### config.mk
export PLATFORM = sky130hd
export DESIGN_NAME = fetch_ctrl
export DESIGN_NICKNAME = d
export VERILOG_FILES = /design/src/rtl/fetch_pkg.sv /design/src/rtl/fetch_fifo.sv /design/src/rtl/fetch_ctrl.sv
export SDC_FILE = /design/constraint.sdc
export NUM_CORES = 1
export LEC_CHECK = 0
export BUFFER_PORTS_ARGS = -buffer_cell sky130_fd_sc_hd__buf_2
export CORE_MARGIN = 2
export CORE_UTILIZATION = 50
export CTS_BUF_LIST = sky130_fd_sc_hd__clkbuf_16
export DETAILED_ROUTE_END_ITERATION = 10
export PLACE_DENSITY = 0.77
export SLEW_MARGIN = 20
export SYNTH_ARGS = -nofsm -noshare
export SYNTH_HDL_FRONTEND = slang
export SYNTH_HIERARCHICAL = 1
export SYNTH_SLANG_ARGS = --single-unit
### constraint.sdc
create_clock -name clock -period 9.21 [get_ports clock]
set_input_delay 0.4605 -clock clock [delete_from_list [all_inputs] [get_ports clock]]
set_output_delay 0.4605 -clock clock [all_outputs]
set_load 0.02 [all_outputs]
### src/rtl/fetch_pkg.sv
// Shared types for the instruction-fetch slice: FSM encoding, widths and the
// buffered instruction entry.
package fetch_pkg;

    localparam int INST_W = 32;
    localparam int PC_W   = 32;

    typedef enum logic [1:0] {
        BOOT  = 2'd0,
        RUN   = 2'd1,
        FAULT = 2'd2
    } fetch_state_e;

    typedef struct packed {
        logic [PC_W-1:0]   pc;
        logic [INST_W-1:0] inst;
    } inst_entry_t;

endpackage

### src/rtl/fetch_fifo.sv
// Small synchronous instruction buffer; flush has priority over push and pop.
module fetch_fifo
    import fetch_pkg::*;
#(
    parameter int DEPTH = 2,
    localparam int PTR_W = (DEPTH > 1) ? $clog2(DEPTH) : 1,
    localparam int CNT_W = $clog2(DEPTH + 1)
) (
    input  logic             clock,
    input  logic             reset_n,
    input  logic             push,
    input  inst_entry_t      push_entry,
    input  logic             pop,
    input  logic             flush,
    output logic [CNT_W-1:0] count,
    output inst_entry_t      head
);

    inst_entry_t      mem_q [DEPTH];
    inst_entry_t      mem_d [DEPTH];
    logic [PTR_W-1:0] wr_ptr_q, wr_ptr_d;
    logic [PTR_W-1:0] rd_ptr_q, rd_ptr_d;
    logic [CNT_W-1:0] count_q, count_d;
    logic             do_push;
    logic             do_pop;

    always_comb begin
        do_push  = push & ~flush;
        do_pop   = pop & ~flush & (count_q != '0);
        mem_d    = mem_q;
        wr_ptr_d = wr_ptr_q;
        rd_ptr_d = rd_ptr_q;
        count_d  = count_q + CNT_W'(do_push) - CNT_W'(do_pop);
        if (do_push) begin
            mem_d[wr_ptr_q] = push_entry;
            wr_ptr_d = (wr_ptr_q == PTR_W'(DEPTH - 1)) ? '0 : wr_ptr_q + PTR_W'(1);
        end
        if (do_pop) begin
            rd_ptr_d = (rd_ptr_q == PTR_W'(DEPTH - 1)) ? '0 : rd_ptr_q + PTR_W'(1);
        end
        if (flush) begin
            wr_ptr_d = '0;
            rd_ptr_d = '0;
            count_d  = '0;
        end
    end

    // Storage is cleared on reset so the head reads as zero while held in reset.
    always_ff @(posedge clock or negedge reset_n) begin
        if (!reset_n) begin
            for (int i = 0; i < DEPTH; i++) begin
                mem_q[i] <= '0;
            end
            wr_ptr_q <= '0;
            rd_ptr_q <= '0;
            count_q  <= '0;
        end else begin
            mem_q    <= mem_d;
            wr_ptr_q <= wr_ptr_d;
            rd_ptr_q <= rd_ptr_d;
            count_q  <= count_d;
        end
    end

    assign count = count_q;
    assign head  = mem_q[rd_ptr_q];

endmodule

### src/rtl/fetch_ctrl.sv
// Instruction-fetch sequencer: owns the PC, issues reads to a 1-cycle-latency
// instruction memory, buffers returned words and hands them to decode.
// Handshake: an instruction transfers on a rising edge where out_valid and
// out_ready are both 1; out_valid never depends on out_ready, and out_inst /
// out_pc hold steady while out_valid=1 and out_ready=0.
module fetch_ctrl
    import fetch_pkg::*;
#(
    parameter int              ADDR_W     = 5,
    parameter int              FIFO_DEPTH = 2,
    parameter logic [PC_W-1:0] RESET_PC   = 32'h0000_0000
) (
    input  logic              clock,
    input  logic              reset_n,
    output logic              imem_en,
    output logic [ADDR_W-1:0] imem_addr,
    input  logic [INST_W-1:0] imem_rdata,
    input  logic              redirect_valid,
    input  logic [PC_W-1:0]   redirect_pc,
    output logic              out_valid,
    input  logic              out_ready,
    output logic [INST_W-1:0] out_inst,
    output logic [PC_W-1:0]   out_pc,
    output logic              fault,
    output logic [1:0]        state_dbg
);

    localparam int CNT_W = $clog2(FIFO_DEPTH + 1);

    localparam logic [1:0] ST_BOOT  = BOOT;
    localparam logic [1:0] ST_RUN   = RUN;
    localparam logic [1:0] ST_FAULT = FAULT;

    logic [1:0]       state_q, state_d;
    logic [PC_W-1:0]  fetch_pc_q, fetch_pc_d;
    logic             inflight_q, inflight_d;
    logic [PC_W-1:0]  inflight_pc_q, inflight_pc_d;

    logic             pop;
    logic             flush;
    logic             push;
    logic             issue;
    logic [PC_W-1:0]  issue_pc;
    logic             take_redirect;
    logic             redirect_legal;
    logic [CNT_W:0]   slots_used;
    logic [CNT_W-1:0] fifo_count;
    inst_entry_t      fifo_head;

    always_comb begin
        redirect_legal = (redirect_pc[1:0] == 2'b00) &&
                         (redirect_pc[PC_W-1:ADDR_W+2] == '0);
        // reset_n gates the combinational strobes so everything reads zero in reset.
        take_redirect  = reset_n & redirect_valid & (state_q != ST_FAULT);
        out_valid      = (state_q == ST_RUN) && (fifo_count != '0) && !redirect_valid;
        pop            = out_valid & out_ready;
        slots_used     = {1'b0, fifo_count} + (CNT_W + 1)'(inflight_q) - (CNT_W + 1)'(pop);

        state_d       = state_q;
        fetch_pc_d    = fetch_pc_q;
        inflight_d    = 1'b0;
        inflight_pc_d = inflight_pc_q;
        issue         = 1'b0;
        issue_pc      = fetch_pc_q;
        flush         = 1'b0;

        case (state_q)
            ST_BOOT: begin
                if (reset_n) begin
                    issue   = 1'b1;
                    state_d = ST_RUN;
                end
            end
            ST_RUN: begin
                issue = reset_n && (slots_used < (CNT_W + 1)'(FIFO_DEPTH));
            end
            default: begin
                issue = 1'b0;
            end
        endcase

        if (take_redirect) begin
            flush = 1'b1;
            if (redirect_legal) begin
                issue    = 1'b1;
                issue_pc = redirect_pc;
                state_d  = ST_RUN;
            end else begin
                issue    = 1'b0;
                state_d  = ST_FAULT;
            end
        end

        if (issue) begin
            fetch_pc_d    = issue_pc + PC_W'(4);
            inflight_d    = 1'b1;
            inflight_pc_d = issue_pc;
        end

        // Data returning in a flush cycle belongs to the abandoned path.
        push      = inflight_q & ~flush;
        imem_en   = issue;
        imem_addr = issue ? issue_pc[ADDR_W+1:2] : '0;
    end

    always_ff @(posedge clock or negedge reset_n) begin
        if (!reset_n) begin
            state_q       <= ST_BOOT;
            fetch_pc_q    <= RESET_PC;
            inflight_q    <= 1'b0;
            inflight_pc_q <= '0;
        end else begin
            state_q       <= state_d;
            fetch_pc_q    <= fetch_pc_d;
            inflight_q    <= inflight_d;
            inflight_pc_q <= inflight_pc_d;
        end
    end

    fetch_fifo #(
        .DEPTH (FIFO_DEPTH)
    ) u_fifo (
        .clock      (clock),
        .reset_n    (reset_n),
        .push       (push),
        .push_entry ('{pc: inflight_pc_q, inst: imem_rdata}),
        .pop        (pop),
        .flush      (flush),
        .count      (fifo_count),
        .head       (fifo_head)
    );

    assign out_inst  = fifo_head.inst;
    assign out_pc    = fifo_head.pc;
    assign fault     = (state_q == ST_FAULT);
    assign state_dbg = state_q;

endmodule

* After elaboration in Yosys (flattened, before gate mapping) *
Index checks and enable logic that the tools add are counted.

storage, ports and cells
  bits in registers = 199
  bits of input ports = 68
  output and inout port bits = 74
  word-level logic and storage cells = 76

operators by class
  $add $sub $neg = 7
  magnitude comparators = 4
  equality and inequality tests = 3
  mux-type cells = 26
  bitwise operators = 10
  reductions and logical operators = 15

operators by type and width
  cell                                                                    count
  64-bit 2-to-1 mux                                                       4
  128-bit bitwise mux                                                     1
  64-bit demux with 1-bit select                                          1
  32-bit 2-to-1 mux                                                       2
  32-bit by 3-bit adder with 32-bit output (second input constant)        1
  25-bit zero test                                                        1
  1-bit 2-to-1 mux                                                        11
  2-bit 2-to-1 mux                                                        5
  2-bit nonzero test                                                      5
  1-bit bitwise AND                                                       7
  1-bit logical AND                                                       5
  5-bit 2-to-1 mux                                                        1
  2-bit greater-or-equal comparator (second input constant)               2
  2-bit zero test                                                         2
  1-bit inverter with 2-bit output                                        2
  2-bit by 1-bit adder with 3-bit output                                  1
  3-bit by 2-bit < comparator with 1-bit output (second input constant)   1
  3-bit by 1-bit subtractor with 3-bit output                             1
  1-bit adder (second input constant)                                     2
  2-bit by 1-bit adder with 2-bit output                                  1
  2-bit by 1-bit equality test with 1-bit output (second input constant)  1
  2-bit equality test (second input constant)                             1
  2-bit by 1-bit < comparator with 1-bit output (second input constant)   1
  2-bit != test (second input constant)                                   1
  5 further kinds                                                         5

* Longest topological paths before layout *
  depth after elaboration = 10
  depth in mapped cells = 13
  mapped depth without buffers = 11

* Hierarchy *
The synthesis kept the hierarchy.

modules (own cells, without submodules)
  module      instances  cells each  area an instance (µm²)  sequential area each (µm²)
  fetch_fifo  1          362         6312.3                  3303.2
  fetch_ctrl  1          367         3293.2                  1626.6

* Least setup slack after synthesis *
Ideal clock, no wire load.

  path type = reg2out
  from = register state_q[1], in the netlist state_dbg[1]
  to = output port imem_addr[1]
  data arrival time = 3.808 ns
  data required time = 8.750 ns
  setup slack = 4.941 ns
  stages on the path, launching flop included = 11
  buffers on the path = 2
  cells stage by stage = dfrtp_1 nor4b_1 and2_1 ha_1 nand2b_1 fa_1 nor4bb_1 a21oi_1 clkbuf_1 clkbuf_1 o21ai_0

on the way
  cells in the longest elaborated chain, start to end = 10
  elaborated cells on any way between the ends = 14
  classes of those cells = add/sub (1); order compare (1); eq/ne (2); mux (4); bitwise (2); reduce/logical (4)

ends and longest elaborated chain
  element                                         RTL line           source
  start, declared                                 fetch_ctrl.sv:34   logic [1:0] state_q, state_d;
  start signal, assigned                          fetch_ctrl.sv:113  state_q <= state_d;
  2-bit by 1-bit equality test with 1-bit output  fetch_ctrl.sv:55   out_valid = (state_q == ST_RUN) && (fifo_count != '0) && !redirect_valid;
  1-bit logical AND (2 in series)                 fetch_ctrl.sv:55
  net out_valid                                   fetch_ctrl.sv:20   output logic out_valid,
  1-bit bitwise AND                               fetch_ctrl.sv:56   pop = out_valid & out_ready;
  net pop                                         fetch_ctrl.sv:39   logic pop;
  3-bit by 1-bit subtractor with 3-bit output     fetch_ctrl.sv:57   slots_used = {1'b0, fifo_count} + (CNT_W + 1)'(inflight_q) - (CNT_W + 1)'(pop);
  3-bit by 2-bit < comparator with 1-bit output   fetch_ctrl.sv:75   issue = reset_n && (slots_used < (CNT_W + 1)'(FIFO_DEPTH));
  1-bit logical AND                               fetch_ctrl.sv:75
  1-bit case mux with 2 select lines              fetch_ctrl.sv:67   case (state_q)
  1-bit 2-to-1 mux                                fetch_ctrl.sv:82   if (take_redirect) begin
  5-bit 2-to-1 mux                                fetch_ctrl.sv:103  imem_addr = issue ? issue_pc[ADDR_W+1:2] : '0;
  end, declared                                   fetch_ctrl.sv:16   output logic [ADDR_W-1:0] imem_addr,

The timed path passes the listed nets, and every way through them passes these cells.

* Final worst setup path *
  from = register state_q[1], in the netlist state_dbg[1]
  to = output port imem_addr[0]

on the way
  cells in the longest elaborated chain, start to end = 10
  elaborated cells on any way between the ends = 14
  classes of those cells = add/sub (1); order compare (1); eq/ne (2); mux (4); bitwise (2); reduce/logical (4)

ends and longest elaborated chain
  element                                         RTL line
  2-bit by 1-bit equality test with 1-bit output  fetch_ctrl.sv:55
  1-bit logical AND (2 in series)                 fetch_ctrl.sv:55
  1-bit bitwise AND                               fetch_ctrl.sv:56
  net pop                                         fetch_ctrl.sv:39
  3-bit by 1-bit subtractor with 3-bit output     fetch_ctrl.sv:57
  3-bit by 2-bit < comparator with 1-bit output   fetch_ctrl.sv:75
  1-bit logical AND                               fetch_ctrl.sv:75
  1-bit case mux with 2 select lines              fetch_ctrl.sv:67
  1-bit 2-to-1 mux                                fetch_ctrl.sv:82
  5-bit 2-to-1 mux                                fetch_ctrl.sv:103

The timed path passes the listed nets, and every way through them passes these cells.

==> impl_metrics.env <==
export IMPL_finalCritPeriodShare_pct=47.4
export IMPL_synth_area_leader_cell="dfrtp_1"
export IMPL_busiest_layer="met2"
export IMPL_swShare_pct=30.9
export IMPL_powerDensity_mw_per_mm2=269
export IMPL_fillCellCount=1549
export IMPL_antenna_found_initial=0
export IMPL_pwr_share_seq_pct=43.3
export IMPL_report_final_slew_viol_count=0
export IMPL_ys_async_sr_fraction_pct=100
export IMPL_clk_pin_slew_ps=70
export IMPL_synth_edff_count=0
export IMPL_cp_max_fo=36
export IMPL_cp_required_ps=8750
export IMPL_final_antenna_net_count=0
export IMPL_fin_ws_ps=4850
export IMPL_cts_tree="built"
export IMPL_clock_root_buffer="clkbuf_16"
export IMPL_wire_per_inst_um=17.5
export IMPL_core_mm2=0.0188
export IMPL_postCtsSetupBuffers=0
export IMPL_die_w_um=143
export IMPL_rrSetupSlack_ps=5200
export IMPL_relSlewSlack_pct=33.6
export IMPL_drt_iter0_drc=285
export IMPL_seq_area_frac_synth_pct=51.3
export IMPL_detail_route_vias_per_cell=5.48
export IMPL_dr_total_vias=6037
export IMPL_rr_startpoint="state_dbg[1]"
export IMPL_finalSetupTns_ps=0
export IMPL_switching_power_uw=910
export IMPL_hold_path_class="input pin to asynchronous set/reset pin"
export IMPL_combPwrFrac_pct=31.6
export IMPL_numCtsBuffers=17
export IMPL_hold_viol_final=0
export IMPL_io_buffers=141
export IMPL_route_detailed_drc=0
export IMPL_cts_hold_repair_buffers=0
export IMPL_synth_top_cell_area_share_pct=51.3
export IMPL_top_level_ports=142
export IMPL_drtPass1Iterations=5
export IMPL_avgSynthCellArea_um2=13.2
export IMPL_fp_row_count=50
export IMPL_crit_start="state_dbg[1]"
export IMPL_finalPower_uw=2950
export IMPL_synth_seq_cells=197
export IMPL_status="completed"
export IMPL_use_met1_pct=26.8
export IMPL_fmax_mhz=229
export IMPL_nNetsFinal=928
export IMPL_drive_above_1_share_pct=44.4
export IMPL_crit_type="register to output pin"
export IMPL_syn_to_final_growth_pct=14.0
export IMPL_drv_cap=0
export IMPL_cp_start_kind="register"
export IMPL_fin_skew_ps=12.3
export IMPL_place_congestion=0.822
export IMPL_end_kind="output pin"
export IMPL_antenna_cells=0
export IMPL_leakagePower_uw=0.00538
export IMPL_wirelength_um=19300
export IMPL_die_h_um=143
export IMPL_clockBufferDepth=2
export IMPL_dieArea_mm2=0.0203
export IMPL_instances_no_fill=1102
export IMPL_start_util_pct=51.2
export IMPL_rsz0062_at_grt="false"
export IMPL_cp_slowest_cell="nor4bb_1"
export IMPL_grt_max_degree=95
export IMPL_crit_path_max_incr_delay_ps=560
export IMPL_ir_drop_mv=0.137
export IMPL_htreeDepth=4
export IMPL_dp_hpwl_um=12600
export IMPL_clock_sinks=197
export IMPL_clk_latency_ps=430
export IMPL_placed_cell_area_mm2=0.0104
export IMPL_grtUsageTotal_pct=19.9
export IMPL_pwr_share_clk_pct=25.1
export IMPL_cp_arrival_ps=3900
export IMPL_synth_cells=729
export IMPL_period_needed_ps=4360
export IMPL_final_area_mm2=0.0109
export IMPL_p_int_uw=2040
export IMPL_tightestPinTransition_ps=996
export IMPL_use_met2_pct=32.2
export IMPL_cts_resized=0
export IMPL_ys_warn_count=6
export IMPL_synthTopCellsByArea="dfrtp_1, mux2_4, mux2_2, nand2_1, xnor2_1"
export IMPL_grt_pass1_vias=6282
export IMPL_use_met3_pct=4.51
export IMPL_worstPathCellList="nor4b_1, and2_1, ha_1, nand2b_1, fa_1, nor4bb_1, a21o_1, buf_4, nand2_1, nand2_1, buf_2"
export IMPL_grt_pass1_wl_um=31900
export IMPL_critPathMostFrequentCell="nand2_1"
export IMPL_dp_cells=1070
export IMPL_synth_ff_type="dfrtp_1"
export IMPL_synth_cell_types=49
export IMPL_dp_slack_ps=5020
export IMPL_syn_nets=802
export IMPL_synth_area_mm2=0.00961
export IMPL_setup_viol=0
export IMPL_overflow=0
[layer usage]
metal,up-vias,part of all wire (%)
li1,2801,-
met1,3049,45
met2,168,48
met3,19,5.5
met4,0,1.4
met5,-,0
[critical path, delay by kind of cell (launching register included)]
| kind | cells | cell delay (ps) |
|---|---|---|
| buffers and inverters | 2 | 520 |
| adders and majority gates | 2 | 700 |
| and+or+nand+nor | 6 | 1580 |
| DFF | 1 | 460 |
| AOI/OAI and AO/OA | 1 | 200 |
[cell families after synthesis]
family / Yosys count / synth area share, %
AOI/OAI and AO/OA: 54 / 3.00
xor gates and xnor gates: 33 / 3.15
adders and majority gates: 5 / 0.729
buffers and inverters: 55 / 4.18
DFF: 197 / 51.3
muxes: 196 / 27.6
and+or+nand+nor: 189 / 9.99
[cell usage in the layout (no fill, tap or decap), drive strengths merged, types with 3 or more instances in the layout]
master,count
a21oi,34
and2,3
and4,6
buf,150
bufinv,3
clkbuf,18
clkinv,8
dfrtp,197
ha,4
inv,13
mux2,193
mux2i,3
nand2,72
nand3,12
nand4,11
nor2,36
nor2b,7
nor3,5
nor4,19
o21ai,14
or4,3
xnor2,26
xor2,6
[flip-flops by register name, indices dropped and copies added (netlist names)]
signal / flops
u_fifo/mem_q: 128
fetch_pc_q: 32
inflight_pc_q: 30
state_dbg: 2
u_fifo/count: 2
inflight_q: 1
u_fifo/rd_ptr_q: 1
u_fifo/wr_ptr_q: 1
[through the flow]
stage                     hold WS [ps]  utilization (%)
final                             67.7             58.3
after detailed placement           487             55.2
after global placement             482             55.2
after global routing               142             58.3
after CTS                          104             58.3
after floorplan                    165                -
[power by group through the flow]
stage	logic, uW	clock network (uW)	registers [uW]
2_1_floorplan	736	0	1230
3_3_place_gp	914	0	1270
3_5_place_dp	930	0	1290
4_1_cts	940	757	1280
5_1_grt	1000	791	1310
6_report	930	740	1280
[final timing paths]
path,to,cells past startpoint
worst max-delay path,imem_addr[0],11
worst min-delay path,u_fifo/mem_q[73],1
worst max register to register,fetch_pc_q[27],11
worst min register to register,u_fifo/mem_q[94],1
max in group asynchronous,u_fifo/mem_q[12],2
min in group clock,u_fifo/mem_q[84],2
[cell usage after synthesis (all sizes together), types with 2 or more instances]
cell type,n
nor4,19
or3,2
mux2,193
nor2b,7
nor4b,2
o21a,2
nor2,36
inv,10
nand3b,2
xnor2,26
a21oi,34
ha,4
nand2,72
nand4,11
and4,6
xor2,6
nor3,5
o21ai,14
mux2i,3
nand3,12
dfrtp,197
buf,29
or4,3
and2,3
and3,2
nand2b,2
clkbuf,15
[final cells by class]
type | instances | area [um^2] | share of cell area, %
multi-input cells | 477 | 4300 | 39.3
clock inverters | 15 | 165 | 1.51
well taps | 234 | 293 | 2.67
inverters | 11 | 41.3 | 0.377
clock buffers | 17 | 425 | 3.89
flip-flops and latches | 197 | 4930 | 45.0
repair buffers | 151 | 790 | 7.21
(Power assumes the default switching activity.)
